**src/rtl/score_display_mux.sv**
```systemverilog
// Snake-game score tracker with a sequential double-dabble BCD converter and a
// multiplexed, leading-zero-blanked, blinking seven-segment driver.
module score_display_mux #(
  parameter int DIGITS       = 3,
  parameter int SCORE_W      = 10,
  parameter int MAX_SCORE    = 999,
  parameter int SCAN_DIV     = 4,
  parameter int BLINK_FRAMES = 2
) (
  input  logic               clk,
  input  logic               rst,
  input  logic               good_coll,
  input  logic               bad_coll,
  input  logic               show_high,
  output logic [SCORE_W-1:0] score,
  output logic [SCORE_W-1:0] high_score,
  output logic               game_over,
  output logic               busy,
  output logic [DIGITS-1:0]  digit_sel,
  output logic [6:0]         seg
);

  localparam int BCD_W  = 4 * DIGITS;
  localparam int ITER_W = $clog2(SCORE_W + 1);
  localparam int PRE_W  = (SCAN_DIV > 1) ? $clog2(SCAN_DIV) : 1;
  localparam int IDX_W  = (DIGITS > 1) ? $clog2(DIGITS) : 1;
  localparam int FRM_W  = (BLINK_FRAMES > 1) ? $clog2(BLINK_FRAMES) : 1;
  localparam logic [SCORE_W-1:0] MAX_VAL = SCORE_W'(MAX_SCORE);

  typedef enum logic [1:0] {
    IDLE  = 2'd0,
    SHIFT = 2'd1,
    DONE  = 2'd2
  } conv_state_t;

  logic [SCORE_W-1:0] score_next;
  logic               game_over_next;
  logic [SCORE_W-1:0] disp_value;

  conv_state_t        state, state_next;
  logic [SCORE_W-1:0] latched;
  logic [SCORE_W-1:0] bin_sh;
  logic [BCD_W-1:0]   work_bcd;
  logic [BCD_W-1:0]   dabbled;
  logic [BCD_W-1:0]   bcd;
  logic [ITER_W-1:0]  iter;

  logic [DIGITS-1:0]  shown;
  logic               nonzero_seen;

  logic [PRE_W-1:0]   prescale;
  logic [IDX_W-1:0]   scan_idx;
  logic [FRM_W-1:0]   frame_cnt;
  logic               visible;
  logic               prescale_end;
  logic               idx_end;
  logic               frame_end;

  logic [3:0]         cur_digit;
  logic               cur_shown;
  logic [DIGITS-1:0]  sel_next;

  function automatic logic [6:0] seg_code(input logic [3:0] d);
    case (d)
      4'd0:    seg_code = 7'b0111111;
      4'd1:    seg_code = 7'b0000110;
      4'd2:    seg_code = 7'b1011011;
      4'd3:    seg_code = 7'b1001111;
      4'd4:    seg_code = 7'b1100110;
      4'd5:    seg_code = 7'b1101101;
      4'd6:    seg_code = 7'b1111101;
      4'd7:    seg_code = 7'b0000111;
      4'd8:    seg_code = 7'b1111111;
      4'd9:    seg_code = 7'b1100111;
      default: seg_code = 7'b0000000;
    endcase
  endfunction

  // bad_coll has priority; a good hit after game over starts a fresh game at 1.
  always_comb begin
    score_next     = score;
    game_over_next = game_over;
    if (bad_coll) begin
      score_next     = '0;
      game_over_next = 1'b1;
    end else if (good_coll) begin
      if (game_over) begin
        score_next     = SCORE_W'(1);
        game_over_next = 1'b0;
      end else begin
        if (score >= MAX_VAL) score_next = MAX_VAL;
        else                  score_next = score + SCORE_W'(1);
        game_over_next = (score_next == MAX_VAL);
      end
    end
  end

  always_ff @(posedge clk or posedge rst) begin
    if (rst) begin
      score      <= '0;
      high_score <= '0;
      game_over  <= 1'b0;
    end else begin
      score     <= score_next;
      game_over <= game_over_next;
      if (score_next > high_score) high_score <= score_next;
    end
  end

  assign disp_value = (game_over || show_high) ? high_score : score;

  always_ff @(posedge clk or posedge rst) begin
    if (rst) state <= IDLE;
    else     state <= state_next;
  end

  always_comb begin
    state_next = state;
    case (state)
      IDLE:    if (disp_value != latched) state_next = SHIFT;
      SHIFT:   if (iter == ITER_W'(SCORE_W - 1)) state_next = DONE;
      DONE:    state_next = IDLE;
      default: state_next = IDLE;
    endcase
  end

  assign busy = (state != IDLE);

  always_comb begin
    dabbled = work_bcd;
    for (int d = 0; d < DIGITS; d++) begin
      if (dabbled[4*d +: 4] >= 4'd5) dabbled[4*d +: 4] = dabbled[4*d +: 4] + 4'd3;
    end
  end

  // The displayed BCD register only changes in DONE, so a partial result is never shown.
  always_ff @(posedge clk or posedge rst) begin
    if (rst) begin
      latched  <= '0;
      bin_sh   <= '0;
      work_bcd <= '0;
      bcd      <= '0;
      iter     <= '0;
    end else begin
      case (state)
        IDLE: begin
          if (disp_value != latched) begin
            latched  <= disp_value;
            bin_sh   <= disp_value;
            work_bcd <= '0;
            iter     <= '0;
          end
        end
        SHIFT: begin
          work_bcd <= BCD_W'({dabbled, bin_sh[SCORE_W-1]});
          bin_sh   <= bin_sh << 1;
          iter     <= iter + ITER_W'(1);
        end
        DONE:    bcd <= work_bcd;
        default: ;
      endcase
    end
  end

  always_comb begin
    shown        = '0;
    nonzero_seen = 1'b0;
    for (int d = DIGITS - 1; d >= 0; d--) begin
      if (bcd[4*d +: 4] != 4'd0) nonzero_seen = 1'b1;
      shown[d] = nonzero_seen || (d == 0);
    end
  end

  assign prescale_end = (prescale == PRE_W'(SCAN_DIV - 1));
  assign idx_end      = (scan_idx == IDX_W'(DIGITS - 1));
  assign frame_end    = prescale_end && idx_end;

  always_ff @(posedge clk or posedge rst) begin
    if (rst) begin
      prescale <= '0;
      scan_idx <= '0;
    end else if (prescale_end) begin
      prescale <= '0;
      scan_idx <= idx_end ? '0 : scan_idx + IDX_W'(1);
    end else begin
      prescale <= prescale + PRE_W'(1);
    end
  end

  // Blink phase toggles on frame boundaries only while the game is over.
  always_ff @(posedge clk or posedge rst) begin
    if (rst) begin
      frame_cnt <= '0;
      visible   <= 1'b1;
    end else if (!game_over) begin
      frame_cnt <= '0;
      visible   <= 1'b1;
    end else if (frame_end) begin
      if (frame_cnt == FRM_W'(BLINK_FRAMES - 1)) begin
        frame_cnt <= '0;
        visible   <= ~visible;
      end else begin
        frame_cnt <= frame_cnt + FRM_W'(1);
      end
    end
  end

  always_comb begin
    cur_digit = 4'd0;
    cur_shown = 1'b0;
    sel_next  = '0;
    for (int d = 0; d < DIGITS; d++) begin
      if (scan_idx == IDX_W'(d)) begin
        cur_digit   = bcd[4*d +: 4];
        cur_shown   = shown[d];
        sel_next[d] = 1'b1;
      end
    end
  end

  always_ff @(posedge clk or posedge rst) begin
    if (rst) begin
      digit_sel <= '0;
      seg       <= '0;
    end else begin
      digit_sel <= sel_next;
      seg       <= (visible && cur_shown) ? seg_code(cur_digit) : 7'd0;
    end
  end

endmodule

```
**config.mk**
```make
export PLATFORM = sky130hd
export DESIGN_NAME = score_display_mux
export DESIGN_NICKNAME = d
export VERILOG_FILES = /design/src/rtl/score_display_mux.sv
export SDC_FILE = /design/constraint.sdc
export NUM_CORES = 1
export LEC_CHECK = 0
export CORE_ASPECT_RATIO = 1.25
export CORE_MARGIN = 1.5
export CORE_UTILIZATION = 29
export CTS_CLUSTER_DIAMETER = 50
export DETAILED_ROUTE_END_ITERATION = 12
export GPL_TIMING_DRIVEN = 0
export MAX_ROUTING_LAYER = met4
export RECOVER_POWER = 25
export SYNTH_ARGS = -nofsm -noshare
export SYNTH_HDL_FRONTEND = slang
export SYNTH_SLANG_ARGS = --single-unit
```
**constraint.sdc**
```tcl
create_clock -name clk -period 9.4 [get_ports clk]
set_input_delay 2.82 -clock clk [delete_from_list [all_inputs] [get_ports clk]]
set_output_delay 2.82 -clock clk [all_outputs]
set_load 0.1 [all_outputs]
```
==> key figures, run 1 <==
Pwr
  • Switching Fraction: a little over two fifths
  • Leakage: ~2.5 nW
  • Part of the power in registers: 32.9%
  • Int Pwr: roughly 1.1 mW
  • Clock Power Share: between 20% and 30%
  • Overall Power: about 1.9 mW
  • P_sw: between 700 and 800 µW
  • Power Density: 308 mW/mm²
  • VDD IR max: about 0.12 mV
  • Combinational Power Share: between 40 and 50%

Logic synthesis
  • Simple logic cell fraction of the synthesized area: roughly 15%
  • Register area share after synthesis: 43.4%
  • Synthesized area: between 0.005 and 0.006 mm²
  • YS warnings: 0
  • Largest family of logic cells by synthesized area: compound AO/OA/AOI/OAI gates
  • Mux cell area share after synthesis: approximately 7%
  • Synth cell types: 64
  • Synth Area in XOR/XNOR: under 10%
  • Post-Synth Adder-Cell Area: under 10%
  • EDFF count, synth: 0
  • Mapped Cells: around 520
  • Post-synthesis compound-gate area fraction: approximately 19%
  • FF+latch count, synth: 87
  • Post-synthesis net count: 551
  • Avg Inst Size Synth: 9.64 µm²
  • Asr flop ratio synth: 100%
  • Primary FF master, synth: dfrtp_1

Critical path
  • Crit start category: input pin
  • Worst R2R Setup Slack: between 5 and 6 ns
  • Worst r2r src: score[0]
  • CP endpoint kind: register
  • Setup CP Type: input pin to register
  • Critical path fanouts, max: 10
  • R2R depth: 12
  • Crit path arrival time: roughly 6.7 ns
  • Critical Path RT: approximately 9.6 ns
  • RR Endpoint: high_score[1]

Floorplan
  • I/O Pins: 37
  • Core area: approximately 0.017 mm²
  • Initial core utilization: 29.7%
  • Die Y: approximately 150 µm
  • Die ar.: 0.0181 mm²
  • Die X: between 100 and 150 µm
  • Row count: 53

Clock network
  • Root Buffer: clkbuf_16
  • CTS buffer count: 9
  • PostCTS Resize Cnt: 0
  • CTS tree: built
  • Hold Buf Count CTS: 0
  • CTS HTree Levels: 3
  • Clk_lat worst skew: approximately 0.35 ns
  • Clk sink count: 87
  • Post-CTS Setup Repair Bufs: 0
  • CTS Buffer Depth: 2
  • Clock-pin slew on the worst setup and hold paths: 0.07 ns

STA
  • Worst Tran Pin Value: between 1.5 and 2 ns
  • Skew final: between 0.006 and 0.007 ns
  • RSZ-0062 raised after global routing: false
  • Slew Limit Fails: 36
  • Hold Vio Cnt, Final: 0
  • Period utilization: 69.0%
  • Final setup viols: 0
  • Fmax: 154 MHz
  • TNS Setup: 0 ns
  • Crit path time final: around 6.5 ns
  • Max_slew headroom: -11.0%

Drt
  • Final ANT Viol Nets: 0
  • Routed length per placed instance: around 16 µm
  • Top sig layer: met4
  • Pre-antenna DRT Iters: 4
  • Final wirelength: 12700 µm
  • Metal2 WL: around 6700 µm
  • Detailed Route Iter0 Violations: roughly 250
  • Via density: roughly 5.3
  • Wire length on met3: between 400 and 500 µm
  • Via count: roughly 4200
  • M1 WL: around 5300 µm
  • DRC: 0

Global route
  • Largest net degree at the start of global routing: 53
  • Global-route wire length before repair: ~21000 µm
  • Gr usage total: 15.1%
  • Initial antenna violation count: 0
  • Vias in the first global route: 4329
  • Total global routing overflow: 0

Cells and area
  • Fill cells: between 1500 and 2000
  • Net count, final: about 600
  • Antenna diodes: 0
  • Cell area after layout: 0.00604 mm²
  • Synthesis-to-layout area growth: 20.2%
  • Proportion of layout cells with a drive suffix above 1: under 10%

Worst hold path
  • Min-delay worst type: register to register
  • Hold Path Origin: prescale[0]
  • Min-Delay Path Depth: 1
  • Hold EP: prescale[0]

Outcome
  • Failing checks: max-capacitance violations, max-slew violations
  • Status: finished with violations

Flow run
  • Max-Cap Viols: 1

Placement
  • Placed Area: roughly 0.0057 mm²
  • Gp weighted congestion: around 0.9
  • DP HPWL: 9230 µm
  • Port-buffer cells: 36
==> power by group through the flow <==
stage	clock [mW]	sequential (mW)	combinational, mW
finish	0.423	0.612	0.827
global route	0.446	0.629	0.906
CTS	0.432	0.611	0.828
detailed placement	0	0.618	0.822
global placement	0	0.612	0.791
floorplan	0	0.718	0.518
==> how the worst max path moves through the flow <==
stage / startpoint / endpoint / slack (ns) / depth (start not counted)
3_3_place_gp: good_coll / high_score[3] / 2.83 / 12
2_1_floorplan: good_coll / high_score[0] / 3.87 / 10
5_1_grt: good_coll / high_score[1] / 2.56 / 12
3_5_place_dp: good_coll / high_score[4] / 2.68 / 12
6_report: good_coll / high_score[1] / 2.92 / 12
4_1_cts: good_coll / high_score[0] / 3.03 / 12
==> state kept, by name, indices dropped and copies added, names as in the netlist, 2 cells and up <==
register	cells
bcd	12
work_bcd	12
bin_sh	10
high_score	10
latched	10
score	10
seg	7
iter	4
digit_sel	3
prescale	2
scan_idx	2
state	2
==> critical path, cell delays in order <==
cell and delay (ns):
clkdlybuf4s50_1 0.51, clkbuf_1 0.34, nand3_1 0.15, nor3_1 0.31, o21ai_0 0.12, a31oi_1 0.40
ha_1 0.22, nand4_1 0.11, nor3_1 0.28, a221oi_1 0.13, a32oi_1 0.88, mux2_2 0.42
==> layout make-up <==
class | instances | area (µm²) | area share, %
inverters | 38 | 144 | 2.38
well taps | 220 | 275 | 4.56
repair buffers | 37 | 388 | 6.43
clock buffers | 9 | 225 | 3.73
plain buffers | 26 | 109 | 1.80
clock inverters | 7 | 125 | 2.07
multi-input cells | 370 | 2590 | 42.9
flip-flops and latches | 87 | 2180 | 36.1
==> routing by layer <==
metal  track usage [%]  vias to the layer above
li1                  -                     1995
met1              16.9                     2061
met2              26.8                      102
met3              3.22                       21
met4              4.59                        0
met5                 -                        -
==> placed cells by master (no fill, tap or decap), types with 7 or more instances in the layout <==
cell type,n
nand2_1,40
o21ai_0,26
clkdlybuf4s50_1,35
o31ai_1,7
nor2_1,33
nand4_1,7
a31oi_1,10
a22oi_1,14
a21oi_1,34
xnor2_1,22
nand3_1,9
mux2_2,19
clkbuf_1,20
ha_1,25
clkbuf_16,9
dfrtp_1,86
o22ai_1,8
inv_1,36
a2111oi_0,7
nor3_1,13
mux2i_1,13
==> synth_stat cells (3+ instances only) <==
master / instances / area share (%)
o31ai_1: 7 / 1.0
a2bb2oi_1: 6 / 1.0
o2bb2ai_1: 4 / 0.70
mux2i_1: 13 / 2.6
inv_1: 37 / 2.8
nor2_1: 33 / 2.5
dfrtp_1: 86 / 43
nand2_1: 40 / 3.0
nand4_1: 7 / 0.87
o221a_2: 3 / 0.67
a31oi_1: 10 / 1.2
nor3_1: 13 / 1.3
clkbuf_1: 20 / 1.5
o21a_1: 4 / 0.60
xnor2_1: 22 / 3.8
nand2b_1: 6 / 0.75
or3_1: 5 / 0.62
ha_1: 25 / 6.2
o211ai_1: 3 / 0.45
a21o_1: 4 / 0.60
a22oi_1: 14 / 2.1
o22ai_1: 8 / 1.0
a2111oi_0: 7 / 1.2
buf_2: 3 / 0.30
nor2b_1: 4 / 0.50
and3_1: 4 / 0.50
and2_1: 3 / 0.37
nor4_1: 3 / 0.37
a21oi_1: 34 / 3.4
mux2_2: 19 / 4.3
nand3_1: 9 / 0.90
o21ai_0: 26 / 2.6
==> stage by stage <==
stage	hold slack [ns]	cells	utilization (%)	setup WS, ns
6_report	0.437	794	35.7	2.92
5_1_grt	0.482	794	35.7	2.56
4_1_cts	0.444	794	35.7	3.03
3_5_place_dp	0.431	778	33.6	2.68
3_3_place_gp	0.414	777	33.5	2.83
2_1_floorplan	0.403	521	-	3.87
==> cells by family (layout without fill, tap and decap cells) <==
kind of cell,count (synthesis),after routing
buf+inv,64,117
mux,33,33
xor+xnor,23,23
fa+ha+maj,25,25
simple gates,145,145
compound gates,144,144
flops,87,87
Note: power is estimated with default switching activity, not from simulation.
==> run 2, diff against run 1 <==
==> constraint.sdc (replaced) <==
create_clock -name clk -period 6.06 [get_ports clk]
set_input_delay 1.818 -clock clk [delete_from_list [all_inputs] [get_ports clk]]
set_output_delay 1.818 -clock clk [all_outputs]
set_load 0.1 [all_outputs]
==> results of run 2 <==
Same layout as run 1 (identical final DEF). Status: finished with violations: max-capacitance violations, max-slew violations.
Among the figures that moved: setup slack after placement 2.68 ns -> 0.347 ns; setup slack after layout 2.92 ns -> 0.580 ns; register-to-register setup slack 5.18 ns -> 1.84 ns; total power 1.86 mW -> 2.89 mW; worst IR drop on VDD 0.120 mV -> 0.187 mV
